<file path="src/rtl/nes_pad_reader_pkg.sv">
// Shared constants and types for the NES controller poller: button bit
// positions, poll FSM states and default pad timing.
package nes_pad_reader_pkg;

   localparam int BTN_A      = 0;
   localparam int BTN_B      = 1;
   localparam int BTN_SELECT = 2;
   localparam int BTN_START  = 3;
   localparam int BTN_UP     = 4;
   localparam int BTN_DOWN   = 5;
   localparam int BTN_LEFT   = 6;
   localparam int BTN_RIGHT  = 7;

   localparam int DEF_HALF_PERIOD  = 150;
   localparam int DEF_LATCH_CYCLES = 300;

   typedef enum logic [2:0] {
      ST_IDLE  = 3'd0,
      ST_LATCH = 3'd1,
      ST_LOW   = 3'd2,
      ST_HIGH  = 3'd3,
      ST_DONE  = 3'd4
   } poll_state_e;

   // Phase counters load N-1 and count down, so clog2 of the longest phase suffices.
   function automatic int cnt_width(input int a, input int b);
      int m;
      m = (a > b) ? a : b;
      return $clog2(m);
   endfunction

endpackage

</file>
<file path="src/rtl/nes_pad_reader_vsync_tick.sv">
// Rising-edge detector on vertical_sync: one-cycle frame tick while the
// input is high and its registered history is low.
module vsync_tick (
   input  logic clk,
   input  logic rst_n,
   input  logic vsync_i,
   output logic tick_o
);

   logic prev_q;

   always_ff @(posedge clk or negedge rst_n) begin
      if (!rst_n) prev_q <= 1'b0;
      else        prev_q <= vsync_i;
   end

   assign tick_o = vsync_i & ~prev_q;

endmodule

</file>
<file path="src/rtl/nes_pad_reader.sv">
// Polls an NES serial controller once per frame and publishes registered,
// active-high button state plus the paddle move commands.
module nes_pad_reader
   import nes_pad_reader_pkg::*;
#(
   parameter int HALF_PERIOD  = DEF_HALF_PERIOD,
   parameter int LATCH_CYCLES = DEF_LATCH_CYCLES
) (
   input  logic       pixel_clock,
   input  logic       reset_n,
   input  logic       vertical_sync,
   input  logic       pad_data,
   output logic       pad_latch,
   output logic       pad_clock,
   output logic [7:0] buttons,
   output logic       buttons_valid,
   output logic       move_forward,
   output logic       move_backward
);

   localparam int CNT_W = cnt_width(HALF_PERIOD, LATCH_CYCLES);
   localparam logic [CNT_W-1:0] HALF_LOAD  = CNT_W'(HALF_PERIOD - 1);
   localparam logic [CNT_W-1:0] LATCH_LOAD = CNT_W'(LATCH_CYCLES - 1);

   poll_state_e      state_q, state_d;
   logic [CNT_W-1:0] cnt_q, cnt_d;
   logic [2:0]       idx_q, idx_d;
   logic [7:0]       shift_q, shift_d;
   logic [7:0]       buttons_q;
   logic             sync1_q, sync2_q;
   logic             latch_q, clk_q, valid_q;
   logic             frame_tick;
   logic             sample;

   vsync_tick u_vsync_tick (
      .clk     (pixel_clock),
      .rst_n   (reset_n),
      .vsync_i (vertical_sync),
      .tick_o  (frame_tick)
   );

   // pad_data is asynchronous; idle line is high (no button pressed).
   always_ff @(posedge pixel_clock or negedge reset_n) begin
      if (!reset_n) begin
         sync1_q <= 1'b1;
         sync2_q <= 1'b1;
      end else begin
         sync1_q <= pad_data;
         sync2_q <= sync1_q;
      end
   end

   assign sample = ~sync2_q;

   always_ff @(posedge pixel_clock or negedge reset_n) begin
      if (!reset_n) begin
         state_q <= ST_IDLE;
         cnt_q   <= '0;
         idx_q   <= '0;
         shift_q <= '0;
      end else begin
         state_q <= state_d;
         cnt_q   <= cnt_d;
         idx_q   <= idx_d;
         shift_q <= shift_d;
      end
   end

   always_comb begin
      state_d = state_q;
      cnt_d   = cnt_q;
      idx_d   = idx_q;
      shift_d = shift_q;
      case (state_q)
         ST_IDLE: begin
            if (frame_tick) begin
               state_d = ST_LATCH;
               cnt_d   = LATCH_LOAD;
            end
         end
         ST_LATCH: begin
            if (cnt_q == '0) begin
               state_d = ST_LOW;
               cnt_d   = HALF_LOAD;
               idx_d   = 3'd0;
            end else begin
               cnt_d = cnt_q - CNT_W'(1);
            end
         end
         ST_LOW: begin
            if (cnt_q == '0) begin
               shift_d[idx_q] = sample;
               cnt_d          = HALF_LOAD;
               state_d        = (idx_q == 3'd7) ? ST_DONE : ST_HIGH;
            end else begin
               cnt_d = cnt_q - CNT_W'(1);
            end
         end
         ST_HIGH: begin
            if (cnt_q == '0) begin
               state_d = ST_LOW;
               cnt_d   = HALF_LOAD;
               idx_d   = idx_q + 3'd1;
            end else begin
               cnt_d = cnt_q - CNT_W'(1);
            end
         end
         ST_DONE: begin
            state_d = ST_IDLE;
         end
         default: begin
            state_d = ST_IDLE;
         end
      endcase
   end

   // Pad strobes are decoded from the next state so they switch on the same
   // edge as the FSM and stay glitch-free; they are never both high.
   always_ff @(posedge pixel_clock or negedge reset_n) begin
      if (!reset_n) begin
         latch_q   <= 1'b0;
         clk_q     <= 1'b0;
         valid_q   <= 1'b0;
         buttons_q <= '0;
      end else begin
         latch_q <= (state_d == ST_LATCH);
         clk_q   <= (state_d == ST_HIGH);
         valid_q <= (state_q == ST_DONE);
         if (state_q == ST_DONE) buttons_q <= shift_q;
      end
   end

   assign pad_latch     = latch_q;
   assign pad_clock     = clk_q;
   assign buttons       = buttons_q;
   assign buttons_valid = valid_q;
   assign move_forward  = buttons_q[BTN_DOWN];
   assign move_backward = buttons_q[BTN_UP];

endmodule

</file>
<file path="config.mk">
export PLATFORM = sky130hd
export DESIGN_NAME = nes_pad_reader
export DESIGN_NICKNAME = d
export VERILOG_FILES = /design/src/rtl/nes_pad_reader_pkg.sv /design/src/rtl/nes_pad_reader_vsync_tick.sv /design/src/rtl/nes_pad_reader.sv
export SDC_FILE = /design/constraint.sdc
export NUM_CORES = 1
export LEC_CHECK = 0
export ABC_AREA = 1
export ABC_CLOCK_PERIOD_IN_PS = 1700
export BUFFER_PORTS_ARGS = -buffer_cell sky130_fd_sc_hd__buf_2
export CORE_UTILIZATION = 30
export CTS_CLUSTER_SIZE = 25
export DETAILED_ROUTE_END_ITERATION = 8
export GPL_TIMING_DRIVEN = 1
export PLACE_DENSITY = 0.55
export RECOVER_POWER = 50
export SLEW_MARGIN = 30
export SYNTH_ARGS = -nofsm -noshare
export SYNTH_HDL_FRONTEND = slang
export SYNTH_SLANG_ARGS = --single-unit
</file>
<file path="constraint.sdc">
create_clock -name pixel_clock -period 1.7 [get_ports pixel_clock]
set_clock_uncertainty 0.05 [all_clocks]
set_input_delay 0.17 -clock pixel_clock [delete_from_list [all_inputs] [get_ports pixel_clock]]
set_output_delay 0.17 -clock pixel_clock [all_outputs]
set_load 0.05 [all_outputs]
</file>
==> metrics.md <==
| Metric | Value |
|---|---|
| First-pass GRT wire length | `between 5000 and 6000 microns` |
| Final hold violation count | `0` |
| Top FF cell, synth | `dfrtp_1` |
| Register area share after synthesis | `about 53%` |
| Avg Inst Size Synth | `between 8 and 9 sq um` |
| Setup crit end kind | `flop` |
| Largest net degree at the start of global routing | `20` |
| Max Transition Viols Final | `0` |
| Initial Utilization | `between 30% and 40%` |
| Synth Register Bits | `37` |
| LEAKAGE | `around 1.2 nW` |
| Slew @ Worst Pin | `1.09 ns` |
| Iteration-0 DRC Markers | `48` |
| CTS max path bufs | `2` |
| Post-route setup slack | `0.122 ns` |
| CTS root buf | `clkbuf_8` |
| Worst vdd ir | `0.000699 V` |
| Post-place setup slack | `0.0375 ns` |
| Drt wl/cell | `10.4 microns` |
| CTS tree | `built` |
| Clk_lat worst skew | `0.28 ns` |
| Post-route clock period utilization | `92.8%` |
| Synth top cells by count | `70 x nand2_1, 35 x dfrtp_1, 23 x inv_1` |
| Syn Inst Count | `211` |
| Initial antenna violation count | `0` |
| DP HPWL | `2330 microns` |
| Die ar. | `6200 sq um` |
| H-tree Lvls | `2` |
| WL final | `3250 microns` |
| Pwr/cell area | `roughly 1200 nW/um^2` |
| Final setup viols | `0` |
| Clock transition at the registers of the reported paths | `0.07 ns` |
| Post-synth ARST share | `100%` |
| Synth Net Count | `218` |
| Synth Cell Area | `about 1800 sq um` |
| Setup TNS | `0 ns` |
| Port Buffers | `16` |
| Crit-path max FO | `5` |
| Number of clock sinks | `37` |
| Post-route minimum period | `around 1.6 ns` |
| Hold Slack | `around 0.31 ns` |
| Total grt overflow | `0` |
| CTS Buf Count | `5` |
| Status | `completed` |
| Vias in the first global route | `about 1300` |
| Synth Warn # | `0` |
| Overall Power | `between 2 and 3 mW` |
| DR vias | `approximately 1400` |
| Area grow syn2layout | `21.6%` |
| Cell with the most instances after synthesis | `nand2_1` |
| Data required, critical path | `1.84 ns` |
| Final Util | `38.3%` |
| Vias per cell | `4.37` |
| Pre-Repair DR Iteration Count | `4` |
| Top-area cell type share of the netlist area | `49.6%` |
| Synth area leader | `dfrtp_1` |
| Fill count | `between 500 and 600` |
| Hold crit path type | `reg2reg` |
| Total Routing Usage GR | `12.5%` |
| Worst slew margin | `27.4%` |
| Die Ht | `just under 80 microns` |
| Worst Path Arrival | `1.71 ns` |
| Final GP Congestion | `0.829` |
| Layout cell share with drive strength beyond 1 | `between 20% and 30%` |
| Nets | `248` |
| EDFF count, synth | `0` |
| Area contributors post-synth | `dfrtp_1 50%, nand2_1 15%, nand3_1 5.1%` |
| Core box area | `5610 sq um` |
| I/O pin cnt | `17` |
| Distinct cells, synth | `24` |
| Row count | `27` |
| # Max-Cap Violations | `0` |
| Die W | `78.7 microns` |
| DRC Markers | `0` |
| RSZ-0062 raised after global routing | `no` |
| Post-detailed-route count of antenna-violating nets | `0` |
| Max Clk Rate | `~630 MHz` |
| WS Path Type | `reg2reg` |
| Setup crit start kind | `flop` |
| # diodes | `0` |
-- through the flow --
step	std cells	area, sq um
after floorplan	211	1770
after global placement	298	1940
after detailed placement	298	1940
after CTS	309	2080
after global routing	314	2150
final	314	2150
-- cells in the final DEF (no fill, tap or decap) --
master         Yosys  layout
nand2_1           70      70
nor2_2             4       4
a21oi_1            4       4
nand2_4            1       1
dfrtp_1           35      35
inv_2              4       5
inv_4              0       1
o21ai_1            1       2
inv_1             23      21
buf_12             0       1
nand2_8            0       1
xor2_1             1       1
nor2_8             1       1
nand2_2            2       2
dlygate4sd3_1      0       3
nor2_1            13      13
nor3_1             3       3
buf_2              1      13
ha_1               3       2
nand3_1           18      18
ha_4               0       1
clkbuf_8           0       6
buf_4              2       5
o21ai_0            7       6
nor3_2             1       1
dfstp_2            2       2
nor2_4             3       4
bufinv_16          0       1
clkinv_1           1       1
nand4_1           10      10
clkbuf_1           0       4
-- state kept, by name (all words and copies together) (netlist names) --
register,flops
pad_clock,1
sync2_q,1
pad_latch,1
sync1_q,1
cnt_q,9
idx_q,3
state_q,3
buttons_valid,1
u_vsync_tick.prev_q,1
shift_q,8
buttons,8
-- kinds of logic after synthesis --
family          share of synthesized area, %
flops                                   52.5
fa+ha+maj                               2.12
xor+xnor                               0.496
compound gates                          3.40
buf+inv                                 7.93
simple gates                            33.5
-- metal layers --
metal	routed length, microns	vias up	GRT usage (%)
li1	-	734	-
met1	1710	616	16.6
met2	1410	21	18.9
met3	101	2	3.45
met4	38	0	5.56
met5	0	-	0
-- area by class of cell --
type,instances,area [sq um],share of cell area [%]
inverters,28,108,5.01
clock buffers,7,86.3,4.02
well taps,72,90.1,4.19
flip-flops and latches,37,928,43.2
multi-input cells,144,742,34.5
repair buffers,25,164,7.63
clock inverters,1,30.0,1.40
-- repair_timing --
action	4_1_cts	5_1_grt
setup endpoints to repair	0	12
resized for setup	0	7
hold buffers	3	0
buffers inserted	0	3
endpoints found under the hold margin	18	0
-- path summary, 6_finish.rpt --
kind | startpoint | depth (start not counted) | to | slack [ns]
min in group asynchronous | reset_n | 2 | cnt_q[6] | 0.55
worst max-delay path | cnt_q[0] | 10 | cnt_q[5] | 0.12
worst min register to register | sync1_q | 0 | sync2_q | 0.31
max in group asynchronous | reset_n | 3 | buttons_valid | 0.39
worst max register to register | cnt_q[0] | 10 | cnt_q[5] | 0.12
worst min-delay path | sync1_q | 0 | sync2_q | 0.31
-- critical path, stage by stage (launching register included) --
cell	delay, ns
dfrtp_1	0.39
inv_2	0.08
ha_4	0.14
nand2_2	0.10
nor2_4	0.20
nand2_8	0.11
buf_4	0.16
o21ai_0	0.06
nand2_1	0.07
nand2_1	0.07
inv_1	0.04
-- where the power goes --
part / switching, mW / leakage (nW) / total (mW) / internal, mW
Sequential: 0.0929 / 0.479 / 1.11 / 1.01
Combinational: 0.456 / 0.618 / 0.696 / 0.240
Clock: 0.297 / 0.0585 / 0.775 / 0.478
Note: power is estimated with default switching activity, not from simulation.
